$ cat src/rtl/stats_uart_tx_pkg.sv
// Shared types and constants for the stats telemetry transmitter.
// STATS_TX_CHECKSUM_EN selects whether the byte mux carries the XOR checksum byte.
package stats_uart_tx_pkg;

  typedef enum logic [1:0] {
    ST_IDLE   = 2'd0,
    ST_LOAD   = 2'd1,
    ST_BYTE   = 2'd2,
    ST_FINISH = 2'd3
  } tx_state_e;

  localparam logic [7:0]  STATS_SYNC_BYTE = 8'hA5;
  localparam int unsigned PKT_LEN_CSUM    = 6;
  localparam int unsigned PKT_LEN_NO_CSUM = 5;
  localparam int unsigned STAT_W          = 4;
  localparam int unsigned STATUS_W        = 7;
  localparam int unsigned BYTE_IDX_W      = 3;

  typedef struct packed {
    logic [STAT_W-1:0]   hunger;
    logic [STAT_W-1:0]   happiness;
    logic [STAT_W-1:0]   health;
    logic [STAT_W-1:0]   hygiene;
    logic [STAT_W-1:0]   energy;
    logic [STAT_W-1:0]   social;
    logic [STATUS_W-1:0] status;
  } stats_pkt_t;

  // Byte idx of the packet built from a snapshot.
  function automatic logic [7:0] pkt_byte(input stats_pkt_t p, input logic [BYTE_IDX_W-1:0] idx);
    logic [7:0] b;
    b = 8'h00;
    case (idx)
      3'd0: b = STATS_SYNC_BYTE;
      3'd1: b = {p.hunger, p.happiness};
      3'd2: b = {p.health, p.hygiene};
      3'd3: b = {p.energy, p.social};
      3'd4: b = {1'b0, p.status};
`ifdef STATS_TX_CHECKSUM_EN
      3'd5: b = {p.hunger, p.happiness} ^ {p.health, p.hygiene} ^
                {p.energy, p.social} ^ {1'b0, p.status};
`endif
      default: b = 8'h00;
    endcase
    return b;
  endfunction

endpackage

$ cat src/rtl/uart_tx_byte.sv
// 8N1 byte serialiser, LSB first. A start accepted during the final stop-bit
// cycle chains the next frame with no idle gap; byte_done marks that cycle.
module uart_tx_byte #(
  parameter int unsigned CLKS_PER_BIT = 87
) (
  input  logic       clk,
  input  logic       rst_n,
  input  logic       start,
  input  logic [7:0] data,
  output logic       tx,
  output logic       ready,
  output logic       byte_done
);

  localparam int unsigned CW = (CLKS_PER_BIT > 2) ? $clog2(CLKS_PER_BIT) : 1;
  localparam logic [CW-1:0] CNT_MAX  = CW'(CLKS_PER_BIT - 1);
  localparam logic [3:0]    STOP_IDX = 4'd9;

  logic          active, active_n;
  logic [CW-1:0] cnt, cnt_n;
  logic [3:0]    idx, idx_n;
  logic [8:0]    shreg, shreg_n;
  logic          tx_n;
  logic          last_c;

  // Next-state for baud counter, bit index and shift register.
  always_comb begin
    active_n = active;
    cnt_n    = cnt;
    idx_n    = idx;
    shreg_n  = shreg;
    tx_n     = tx;
    last_c   = active && (idx == STOP_IDX) && (cnt == CNT_MAX);
    if (start && (!active || last_c)) begin
      active_n = 1'b1;
      cnt_n    = '0;
      idx_n    = '0;
      shreg_n  = {1'b1, data};
      tx_n     = 1'b0;
    end else if (active) begin
      if (cnt == CNT_MAX) begin
        cnt_n = '0;
        if (idx == STOP_IDX) begin
          active_n = 1'b0;
          tx_n     = 1'b1;
        end else begin
          idx_n   = idx + 4'd1;
          tx_n    = shreg[0];
          shreg_n = {1'b1, shreg[8:1]};
        end
      end else begin
        cnt_n = cnt + CW'(1);
      end
    end
  end

  always_ff @(posedge clk or negedge rst_n) begin
    if (!rst_n) begin
      active    <= 1'b0;
      cnt       <= '0;
      idx       <= '0;
      shreg     <= '1;
      tx        <= 1'b1;
      ready     <= 1'b1;
      byte_done <= 1'b0;
    end else begin
      active    <= active_n;
      cnt       <= cnt_n;
      idx       <= idx_n;
      shreg     <= shreg_n;
      tx        <= tx_n;
      ready     <= !active_n;
      byte_done <= active_n && (idx_n == STOP_IDX) && (cnt_n == CNT_MAX);
    end
  end

endmodule

$ cat src/rtl/stats_uart_tx.sv
// Telemetry packet transmitter: snapshots six stats plus status and sends them
// as a sync-prefixed UART packet. STATS_TX_CHECKSUM_EN appends an XOR checksum.
module stats_uart_tx
  import stats_uart_tx_pkg::*;
#(
  parameter int unsigned CLKS_PER_BIT = 87,
  parameter int unsigned SEND_PERIOD  = 0
) (
  input  logic                clk,
  input  logic                rst_n,
  input  logic                send,
  input  logic [STAT_W-1:0]   hunger,
  input  logic [STAT_W-1:0]   happiness,
  input  logic [STAT_W-1:0]   health,
  input  logic [STAT_W-1:0]   hygiene,
  input  logic [STAT_W-1:0]   energy,
  input  logic [STAT_W-1:0]   social,
  input  logic [STATUS_W-1:0] status,
  output logic                uart_tx,
  output logic                busy,
  output logic                done
);

`ifdef STATS_TX_CHECKSUM_EN
  localparam int unsigned PKT_LEN = PKT_LEN_CSUM;
`else
  localparam int unsigned PKT_LEN = PKT_LEN_NO_CSUM;
`endif
  localparam logic [BYTE_IDX_W-1:0] LAST_IDX = BYTE_IDX_W'(PKT_LEN - 1);

  tx_state_e               state;
  stats_pkt_t              pkt;
  logic [BYTE_IDX_W-1:0]   byte_idx;
  logic [BYTE_IDX_W-1:0]   send_idx_c;
  logic [7:0]              byte_c;
  logic                    pending;
  logic                    tick_c;
  logic                    pkt_start_c;
  logic                    start_c;
  logic                    ser_ready;
  logic                    ser_done;

  // Free-running auto-send period counter, independent of busy.
  if (SEND_PERIOD != 0) begin : g_period
    localparam int unsigned PW = (SEND_PERIOD > 2) ? $clog2(SEND_PERIOD) : 1;
    logic [PW-1:0] period_cnt;

    assign tick_c = (period_cnt == PW'(SEND_PERIOD - 1));

    always_ff @(posedge clk or negedge rst_n) begin
      if (!rst_n)      period_cnt <= '0;
      else if (tick_c) period_cnt <= '0;
      else             period_cnt <= period_cnt + PW'(1);
    end
  end else begin : g_no_period
    assign tick_c = 1'b0;
  end

  // Serialiser start: first byte from LOAD, later bytes chained on byte_done.
  always_comb begin
    pkt_start_c = pending && ((state == ST_IDLE) || (state == ST_FINISH));
    start_c     = 1'b0;
    send_idx_c  = byte_idx;
    if (state == ST_LOAD) begin
      start_c    = ser_ready;
      send_idx_c = '0;
    end else if ((state == ST_BYTE) && ser_done && (byte_idx != LAST_IDX)) begin
      start_c    = 1'b1;
      send_idx_c = byte_idx + BYTE_IDX_W'(1);
    end
    byte_c = pkt_byte(pkt, send_idx_c);
  end

  // Packet sequencer; set wins over clear so a request on the start cycle survives.
  always_ff @(posedge clk or negedge rst_n) begin
    if (!rst_n) begin
      state    <= ST_IDLE;
      pkt      <= '0;
      byte_idx <= '0;
      pending  <= 1'b0;
      busy     <= 1'b0;
      done     <= 1'b0;
    end else begin
      pending <= (pending && !pkt_start_c) || send || tick_c;
      done    <= 1'b0;
      case (state)
        ST_IDLE, ST_FINISH: begin
          if (pkt_start_c) begin
            state    <= ST_LOAD;
            busy     <= 1'b1;
            byte_idx <= '0;
            pkt      <= {hunger, happiness, health, hygiene, energy, social, status};
          end else begin
            state <= ST_IDLE;
          end
        end
        ST_LOAD: begin
          if (ser_ready) state <= ST_BYTE;
        end
        ST_BYTE: begin
          if (ser_done) begin
            if (byte_idx == LAST_IDX) begin
              state <= ST_FINISH;
              done  <= 1'b1;
              busy  <= 1'b0;
            end else begin
              byte_idx <= byte_idx + BYTE_IDX_W'(1);
            end
          end
        end
        default: state <= ST_IDLE;
      endcase
    end
  end

  uart_tx_byte #(
    .CLKS_PER_BIT(CLKS_PER_BIT)
  ) u_byte (
    .clk       (clk),
    .rst_n     (rst_n),
    .start     (start_c),
    .data      (byte_c),
    .tx        (uart_tx),
    .ready     (ser_ready),
    .byte_done (ser_done)
  );

endmodule

$ cat config.mk
export PLATFORM = sky130hd
export DESIGN_NAME = stats_uart_tx
export DESIGN_NICKNAME = d
export VERILOG_FILES = /design/src/rtl/stats_uart_tx_pkg.sv /design/src/rtl/uart_tx_byte.sv /design/src/rtl/stats_uart_tx.sv
export SDC_FILE = /design/constraint.sdc
export NUM_CORES = 1
export LEC_CHECK = 0
export CAP_MARGIN = 30
export CORE_ASPECT_RATIO = 0.8
export CORE_UTILIZATION = 46
export CTS_CLUSTER_DIAMETER = 40
export DETAILED_ROUTE_END_ITERATION = 12
export GPL_TIMING_DRIVEN = 0
export PLACE_DENSITY = 0.79
export SLEW_MARGIN = 20
export SYNTH_ARGS = -nofsm -noshare
export SYNTH_HDL_FRONTEND = slang
export SYNTH_HIERARCHICAL = 1
export SYNTH_SLANG_ARGS = --single-unit
$ cat constraint.sdc
create_clock -name clk -period 5.9 [get_ports clk]
set_input_delay 0.885 -clock clk [delete_from_list [all_inputs] [get_ports clk]]
set_output_delay 0.885 -clock clk [all_outputs]
set_load 0.01 [all_outputs]
==> key figures <==
Logic synthesis
  • Unique masters post-synth: 61
  • Top cell type's share of synthesized area: 38.2%
  • Cell Area, Synth: 3410 sq um
  • EDFF count, synth: 0
  • Seq/Total Area, Yosys: 45.9%
  • Post-synth top flop: dfrtp_1
  • Syn Nets: 361
  • Main area contributors after synthesis: dfrtp_1 38%, mux2_2 10%, dfstp_2 7.7%, nand2_1 3.4%, ha_1 2.9%
  • Synth Instances: 319
  • Synth Register Bits: 62
  • Syn avg cell area: 10.7 sq um
  • Ys async rst share: 100%
  • Synth area leader: dfrtp_1
  • Yosys warns: 6
  • Commonest cells in the netlist: 52 x dfrtp_1, 31 x mux2_2, 31 x nand2_1
  • Count leader, synth: dfrtp_1

Worst setup path
  • Crit-path cells: clkbuf_1, inv_1, ha_1, nand2_1, nand3_2, buf_2, o21ai_0, inv_1, mux2i_4, o211ai_2, nor4b_4
  • Worst R2R Start: byte_idx[0]
  • R2R depth: 11
  • Max stage delay cell, worst path: o21ai_0
  • CP required: 6150 ps
  • Crit Path Class: reg2reg
  • Worst R2R Setup Slack: 2820 ps
  • Critical path depth in cells: 11
  • Max FO, Critical Path: 10
  • Startpoint types: flip-flop
  • Buf+Inv Stages, Crit Path: 4
  • CP Launch Point: byte_idx[0]
  • Crit. End Element: flip-flop
  • CP dominant cell by count: inv_1
  • R2R Path End: u_byte/byte_done
  • Top delay family on crit path: buffers and inverters
  • Crit path arrival time: 3330 ps
  • Largest stage delay on the critical path: 420 ps

Clock network
  • Number of hold buffers added after cts: 0
  • Clock Path Buffers: 2
  • Num CTS Buffers: 9
  • Worst skew pair latency: 350 ps
  • CTS resizes: 0
  • Clock root buffer: clkbuf_8
  • Setup repair bufs after CTS: 0
  • CTS tree: yes
  • CTS Sinks: 62
  • Clock slew at reported path FFs: 70 ps
  • H-Tree Depth: 3

Power
  • PwrDens: 496 nW/um^2
  • Clock network power share: 18.4%
  • P_leak: 1.69 nW
  • NetSw: 775 uW
  • Logic gate share of total power: 43.9%
  • Pwr Total: 2.03 mW
  • Register share of total power: 37.7%
  • Sw Share: 38.2%
  • IR drop worst, VDD: 0.000229 V
  • Int Power: 1.26 mW

Timing
  • Setup TNS: 0 ps
  • Setup violations, final: 0
  • Slew HR: 51.8%
  • Final min period: 3080 ps
  • Final Cycle Share: 52.2%
  • Measured slew at the worst slew-check pin: 719 ps
  • Unrepaired setup endpoints after global routing: false
  • Max-slew violations: 0
  • Hold WS: 461 ps
  • Final hold vios: 0
  • Clock skew: 6.81 ps
  • PnR worst setup slack: 2820 ps
  • Max Freq: 325 MHz

GRT
  • Initial antenna violation count: 0
  • GR peak layer: met2
  • Met3 Use GR: 6.43%
  • Total grt overflow: 0
  • First-pass GRT wire length: 12.1 mm
  • Grt met1 use: 27.3%
  • Vias in the first global route: 2611
  • Largest net degree at the start of global routing: 33
  • Met2 Use GR: 31.5%
  • Total Routing Usage GR: 20.5%

Min path
  • Min-Delay Path Class: in2async

Status
  • Run status: complete, no violations

Route
  • Antenna Nets Post-Route: 0
  • Post-DR wirelength/cell: 15.9 microns
  • Via/cell ratio: 5.72
  • WL final: 7.32 mm
  • Routed via count: 2626
  • DRT Pass-1 Iters: 6
  • DRC Markers: 0
  • Detailed Route Iter0 Violations: 174

Final layout
  • Share of cells above drive strength 1: 23.9%
  • Nets@finish: 409
  • Ant. Diodes: 0
  • Filler cells: 581
  • Area grow syn2layout: 20.1%

Floorplanning
  • Die Span Y: 79.0 microns
  • Std cell rows: 27
  • Num ports: 37
  • Die Span X: 98.3 microns
  • Core ar.: 7030 sq um
  • Initial Util: 48.5%
  • Die area: 7760 sq um

Placement
  • Worst slack, placed: 2850 ps
  • GPL Wtd Cong: 0.859
  • Post-DP HPWL: 5.43 mm
  • Port Buf Inserts: 36

Job
  • Max Cap Violations: 0
-- sequential cells by signal, indices dropped and copies added (netlist names) --
name	flops
u_byte/byte_done	1
pkt	31
pending	1
u_byte/ready	1
u_byte/idx	4
u_byte/shreg	8
busy	1
state	2
u_byte/active	1
u_byte/tx	1
done	1
byte_idx	3
u_byte/cnt	7
-- kinds of logic after synthesis --
group	share of synthesized area, %
AND/OR/NAND/NOR	15.0
AO/OA/AOI/OAI	17.2
flip-flops	45.9
multiplexers	13.2
buffers and inverters	4.44
adder cells (fa/ha/maj)	2.94
XOR/XNOR	1.28
-- placed cells by master (no fill, tap or decap), types with 5 or more instances in the layout --
master           synthesis  routed
a22o_1                   5       5
a31oi_1                  9       9
dfrtp_1                 52      52
nand2_1                 31      31
nor2_1                  17      17
o21ai_0                 13      13
nand3_1                 10      10
clkdlybuf4s50_1          0      35
mux2i_1                  8       8
clkbuf_8                 0       9
a21oi_1                 15      15
o21ai_1                  7       7
nand2b_1                 5       5
ha_1                     8       8
a21o_1                   5       5
dfstp_2                 10      10
mux2_2                  31      31
buf_4                    4       5
inv_1                   15      15
-- power groups by stage --
stage               combinational [mW]  sequential (mW)  clock, mW
floorplan                        0.702            0.728          0
global placement                 0.851            0.762          0
detailed placement               0.883            0.770          0
CTS                              0.892            0.764      0.379
global route                     0.983            0.785      0.399
finish                           0.893            0.766      0.373
-- metal layers --
| layer | wire length, microns | vias to the layer above | share of wire [%] |
|---|---|---|---|
| met4 | 66 | 0 | 0.90 |
| met5 | 0 | - | 0 |
| li1 | - | 1261 | - |
| met1 | 3430 | 1282 | 47 |
| met3 | 455 | 6 | 6.2 |
| met2 | 3360 | 77 | 46 |
-- final cells by class --
class | instances | area (sq um) | share of cell area (%)
Buffer | 15 | 91.3 | 2.23
Clock buffer | 9 | 124 | 3.02
Sequential cell | 62 | 1560 | 38.2
Tap cell | 87 | 109 | 2.66
Clock inverter | 7 | 75.1 | 1.83
Timing Repair Buffer | 37 | 378 | 9.23
Inverter | 16 | 60.1 | 1.47
Multi-Input combinational cell | 226 | 1690 | 41.4
-- stage by stage --
stage / area, sq um / std cells / util (%)
global placement: 3880 / 442 / 55.2
detailed placement: 3900 / 443 / 55.4
finish: 4100 / 459 / 58.3
floorplan: 3410 / 319 / -
CTS: 4100 / 459 / 58.3
global route: 4100 / 459 / 58.3
-- how the worst max path moves through the flow --
stage / to / slack [ps]
global route: u_byte/byte_done / 2490
global placement: pkt[10] / 2010
CTS: u_byte/byte_done / 2840
detailed placement: u_byte/byte_done / 2850
finish: u_byte/byte_done / 2820
floorplan: u_byte/byte_done / 3400
No activity file was read; power rests on OpenSTA's default activity.
